--- src/rtl/mem_arbiter.sv ---
// Round-robin arbiter sharing one memory port among two read requesters and one writer,
// with a per-grant burst limit that only bites while another requester is waiting.
module mem_arbiter #(
  parameter int ADDR_W    = 16,
  parameter int DATA_W    = 8,
  parameter int MAX_BURST = 16
) (
  input  logic              clk,
  input  logic              rst,
  input  logic [2:0]        req,
  input  logic [ADDR_W-1:0] addr0,
  input  logic [ADDR_W-1:0] addr1,
  input  logic [ADDR_W-1:0] addr2,
  input  logic [DATA_W-1:0] wdata2,
  output logic [2:0]        gnt,
  output logic [ADDR_W-1:0] mem_addr,
  output logic [DATA_W-1:0] mem_wdata,
  output logic              mem_rd,
  output logic              mem_wr,
  input  logic [DATA_W-1:0] mem_rdata,
  output logic [2:0]        rd_valid,
  output logic [DATA_W-1:0] rdata,
  output logic              busy
);

  localparam int BW = $clog2(MAX_BURST + 1);
  localparam logic [BW-1:0] BURST_MAX  = BW'(MAX_BURST);
  localparam logic [BW-1:0] BURST_LAST = BW'(MAX_BURST - 1);

  typedef enum logic {IDLE, OWN} state_t;

  state_t        state_q, state_d;
  logic [1:0]    owner_q, owner_d;
  logic [1:0]    last_q, last_d;
  logic [BW-1:0] burst_q, burst_d;
  logic [2:0]    gnt_q, gnt_d;
  logic [2:0]    rdv_q, rdv_d;
  logic          access;
  logic [2:0]    pick_all;
  logic [2:0]    pick_oth;

  function automatic logic [1:0] rr_next(input logic [1:0] id);
    return (id == 2'd2) ? 2'd0 : id + 2'd1;
  endfunction

  // Returns {found, id}: first requester at or after start, wrapping modulo 3.
  function automatic logic [2:0] rr_pick(input logic [2:0] r, input logic [1:0] start);
    logic [1:0] c0, c1, c2;
    c0 = start;
    c1 = rr_next(c0);
    c2 = rr_next(c1);
    if (r[c0]) return {1'b1, c0};
    if (r[c1]) return {1'b1, c1};
    if (r[c2]) return {1'b1, c2};
    return 3'b000;
  endfunction

  function automatic logic [2:0] onehot(input logic [1:0] id);
    return 3'b001 << id;
  endfunction

  always_comb begin
    state_d  = state_q;
    owner_d  = owner_q;
    last_d   = last_q;
    burst_d  = burst_q;
    access   = (state_q == OWN) && req[owner_q];
    pick_all = rr_pick(req, rr_next(last_q));
    pick_oth = rr_pick(req & ~onehot(owner_q), rr_next(owner_q));

    case (state_q)
      IDLE: begin
        burst_d = '0;
        if (pick_all[2]) begin
          state_d = OWN;
          owner_d = pick_all[1:0];
          last_d  = pick_all[1:0];
        end
      end
      OWN: begin
        if (!req[owner_q]) begin
          burst_d = '0;
          if (pick_oth[2]) begin
            owner_d = pick_oth[1:0];
            last_d  = pick_oth[1:0];
          end else begin
            state_d = IDLE;
          end
        end else if ((burst_q >= BURST_LAST) && pick_oth[2]) begin
          // This access completes the burst quota and someone is waiting: hand over.
          burst_d = '0;
          owner_d = pick_oth[1:0];
          last_d  = pick_oth[1:0];
        end else if (burst_q != BURST_MAX) begin
          burst_d = burst_q + BW'(1);
        end
      end
      default: ;
    endcase

    gnt_d = (state_d == OWN) ? onehot(owner_d) : 3'b000;
    rdv_d = (access && (owner_q != 2'd2)) ? onehot(owner_q) : 3'b000;
  end

  always_ff @(posedge clk or posedge rst) begin
    if (rst) begin
      state_q <= IDLE;
      owner_q <= 2'd0;
      last_q  <= 2'd2;
      burst_q <= '0;
      gnt_q   <= 3'b000;
      rdv_q   <= 3'b000;
    end else begin
      state_q <= state_d;
      owner_q <= owner_d;
      last_q  <= last_d;
      burst_q <= burst_d;
      gnt_q   <= gnt_d;
      rdv_q   <= rdv_d;
    end
  end

  // Memory port is driven only while the owner is actually requesting.
  always_comb begin
    mem_addr  = '0;
    mem_wdata = '0;
    mem_rd    = 1'b0;
    mem_wr    = 1'b0;
    if (access) begin
      case (owner_q)
        2'd0: begin
          mem_addr = addr0;
          mem_rd   = 1'b1;
        end
        2'd1: begin
          mem_addr = addr1;
          mem_rd   = 1'b1;
        end
        2'd2: begin
          mem_addr  = addr2;
          mem_wdata = wdata2;
          mem_wr    = 1'b1;
        end
        default: ;
      endcase
    end
  end

  assign gnt      = gnt_q;
  assign busy     = |gnt_q;
  assign rd_valid = rdv_q;
  assign rdata    = mem_rdata;

endmodule

--- config.mk ---
export PLATFORM = sky130hd
export DESIGN_NAME = mem_arbiter
export DESIGN_NICKNAME = d
export VERILOG_FILES = /design/src/rtl/mem_arbiter.sv
export SDC_FILE = /design/constraint.sdc
export NUM_CORES = 1
export LEC_CHECK = 0
export CAP_MARGIN = 20
export CORE_MARGIN = 2
export CORE_UTILIZATION = 32
export DETAILED_ROUTE_END_ITERATION = 8
export GPL_ROUTABILITY_DRIVEN = 0
export GPL_TIMING_DRIVEN = 0
export PLACE_DENSITY = 0.78
export SYNTH_ARGS = -nofsm -noshare
export SYNTH_HDL_FRONTEND = slang
export SYNTH_SLANG_ARGS = --single-unit
--- constraint.sdc ---
create_clock -name clk -period 1.8 [get_ports clk]
set_input_delay 0.18 -clock clk [delete_from_list [all_inputs] [get_ports clk]]
set_output_delay 0.18 -clock clk [all_outputs]
set_load 0.03 [all_outputs]
==> results by group <==
Placed design
  • DP Wirelength: 3690 um
  • Port buffer count: 100
  • Placed insts: roughly 360
  • Placed cell areas: between 0.002 and 0.003 mm^2

GRT
  • Grt ovf: 0
  • Initial antenna violation count: 0
  • First-pass GRT wire length: 8450 um
  • Total GRT Usage: 19.7%
  • Pin count of the biggest net entering global routing: 17
  • Vias in the first global route: between 1.5k and 2k

Power
  • Pwr Total: between 2000 and 3000 uW
  • Leakage power: 0.00136 uW
  • Pwr/cell area: approximately 880 mW/mm^2
  • Peak supply drop: between 0.4 and 0.5 mV

Yosys
  • Synthesis Warnings: 0
  • Syn_area_per_cell: roughly 7.6 um^2
  • Yosys top cell by area: dfrtp_1
  • Syn Inst Count: 202
  • Mapped Area: about 0.0015 mm^2
  • Simple-gate share of the synthesized area: approximately 30%
  • Synth Area in Compound Gates: ~16%
  • Mux cell area share after synthesis: a little over an eighth
  • Largest family of logic cells by synthesized area: simple AND/OR/NAND/NOR gates
  • Post-synthesis xor/xnor area fraction: under 10%
  • Post-synthesis sequential area ratio: roughly a quarter
  • Area share of the largest cell type after synthesis: about a quarter
  • Synth top area cells: dfrtp_1, mux2i_1, nor2_1
  • Mapped Nets: around 270
  • Yosys cell types: 43
  • Adder-Cell Fraction of Synth Area: between 2 and 2.5%
  • Yosys reg bits: 16

Drt
  • Drt first pass iters: 4
  • Drt wl/cell: 16.6 um
  • Vias per Instance: between 5 and 6
  • DRT antenna net count: 0
  • DR vias: between 2k and 2.5k
  • Iteration-0 DRC Markers: 77
  • Drc violations: 0
  • Drt total wl: 6440 um

Critical path
  • Worst-path cell chain: ha_4 > and3_4 > ha_4 > nor2_4 > a22o_4 > nor4_1 > o21ai_2 > nor3b_2
  • Req. time, crit path: roughly 1.9 ns
  • WP buf/inv: 0
  • CP max stage cell: dfrtp_1
  • Crit end category: flip-flop
  • CP max stage delay: between 0.4 and 0.5 ns
  • Largest fanout on the critical path: 3
  • CP delay by family, top: simple AND/OR/NAND/NOR gates
  • Worst setup SP type: flip-flop
  • CP arrival: about 2.1 ns
  • WS Path Type: reg -> reg
  • Critical path's most frequent cell: ha_4

Clock network
  • Root buffer cell: clkbuf_8
  • Num Clock Sinks: 16
  • H-tree levels: 1
  • Num CTS Buffers: 3
  • Clock buffer depth: 2
  • CTS tree: done
  • CTS clk-pin slew, worst paths: ~0.07 ns
  • Worst skew pair latency: between 0.2 and 0.3 ns

Die
  • Initial Util: 32.9%
  • Horiz. Die Dim: approximately 73 um
  • IO Pins: 110
  • Die Ht: around 73 um
  • Rows: 25
  • Die ar.: approximately 0.0054 mm^2
  • Placeable Area: about 0.0047 mm^2

Timing
  • Max-slew headroom: about three fifths
  • Period utilization: 108%
  • Skew final: roughly 0.0046 ns
  • RSZ-0062 raised after global routing: true
  • Tmin final: roughly 2.0 ns
  • Setup violators final: 26
  • Least-Margin Pin Slew: approximately 0.59 ns
  • Final hold slack: about 0.29 ns
  • Fmax: about 510 MHz
  • Final Hold Viols: 0
  • Final WS setup: -0.151 ns
  • Slew Limit Fails: 0

Finish
  • Most frequent cells in the layout: clkdlybuf4s50_1, buf_4, buf_6, nor2_1, mux2i_1
  • Fin nets: between 400 and 500
  • Non-Filler Instances: 388
  • Commonest non-fill, non-tap cell in the layout: clkdlybuf4s50_1
  • ANT cells: 0
  • Area delta synth->final: 117%
  • Share of cells above drive strength 1: around 40%
  • Final Cell Area: around 0.0033 mm^2

Status
  • Failing checks: negative setup slack
  • Status: finished with violations

Worst hold path
  • Worst hold path type: in -> async

Flow run
  • Max-Cap Viols: 0
## path summary, 6_finish.rpt
check / from / to / slack (ns) / cells past startpoint
worst max-delay path: burst_q[0]$_DFFE_PP0P_ / gnt[2]$_DFF_PP0_ / -0.15 / 8
worst min-delay path: rst / burst_q[1]$_DFFE_PP0P_ / 0.29 / 2
worst max register to register: burst_q[0]$_DFFE_PP0P_ / gnt[2]$_DFF_PP0_ / -0.15 / 8
worst min register to register: last_q[0]$_DFFE_PP0P_ / last_q[0]$_DFFE_PP0P_ / 0.55 / 2
max in group asynchronous: rst / owner_q[1]$_DFF_PP0_ / 1.09 / 2
min in group clk: last_q[0]$_DFFE_PP0P_ / last_q[0]$_DFFE_PP0P_ / 0.55 / 2
## cells by family after synthesis
kind of cell             count (synthesis)
XOR/XNOR                                 3
AND/OR/NAND/NOR                         90
AO/OA/AOI/OAI                           39
buffers and inverters                   30
adder cells (fa/ha/maj)                  3
multiplexers                            20
other                                    1
flip-flops                              16
## layer usage
layer  global-route usage [%]  vias to the layer above  wire [um]
met4                     6.38                        0        195
li1                         -                      959          -
met2                     33.7                       91       3390
met1                     25.8                      936       2520
met5                        0                        -          0
met3                     2.07                       16        340
## state kept, by name, summed over array words and instances, names as in the netlist
register,cells
burst_q,5
gnt,3
rd_valid,3
last_q,2
owner_q,2
state_q,1
## power by group
group          internal [uW]  switching, uW
registers                434           66.1
clock network            194            123
logic                   1020           1080
## worst register-to-register path: stages, from the launching register on
cell     delay, ns
dfrtp_1       0.41
ha_4          0.15
and3_4        0.19
ha_4          0.13
nor2_4        0.04
a22o_4        0.26
nor4_1        0.35
o21ai_2       0.13
nor3b_2       0.17
## through the flow
step                      util, %  worst slack, ns  TNS [ns]
after floorplan                 -           -0.129     -1.05
after global placement       56.0            -1.04    -22.54
after detailed placement     56.0            -1.06    -23.39
after CTS                    65.0           -0.202     -2.76
after global routing         71.5           -0.232     -4.11
final                        71.5           -0.151     -2.57
## synthesized netlist by cell type
master    number
clkbuf_1       4
and3_2         1
nor3b_2        1
dfstp_2        1
a211oi_1       3
and2_0         1
or4_1          2
o21ai_0        4
buf_4          8
nand2_4        1
nor2_1        40
and3_1         1
nand2b_1       5
nor2b_1        6
nor4_1         2
a31oi_1        2
nand4_1        4
a22o_1         1
o22ai_1        2
mux2_4         1
o311ai_4       1
buf_1          2
xor2_1         1
nand3b_1       1
xnor2_1        2
o21ai_2        1
or3_1          2
or3b_1         1
inv_1          8
conb_1         1
a22oi_1        1
ha_1           3
nor3_1         5
dfrtp_1       15
nand3_1        1
a211o_1        1
buf_2          8
and2_1         9
o311a_1        1
mux2i_1       19
nand2_1        7
o211ai_1       1
a21oi_1       21
## cell type report
type | instances | area (um^2)
plain buffers | 22 | 213
clock buffers | 4 | 55.1
fillers | 326 | 1330
inverters | 8 | 30.0
multi-input cells | 157 | 1280
flip-flops and latches | 16 | 403
well taps | 54 | 67.6
repair buffers | 127 | 1280
## what timing repair did
item,in CTS,in global routing
cloned,2,2
gates resized for setup,208,46
setup endpoints to repair,38,37
pin swaps,21,24
endpoints found under the hold margin,0,0
hold buffers,0,0
buffers inserted,10,15
Note: power is estimated with default switching activity, not from simulation.
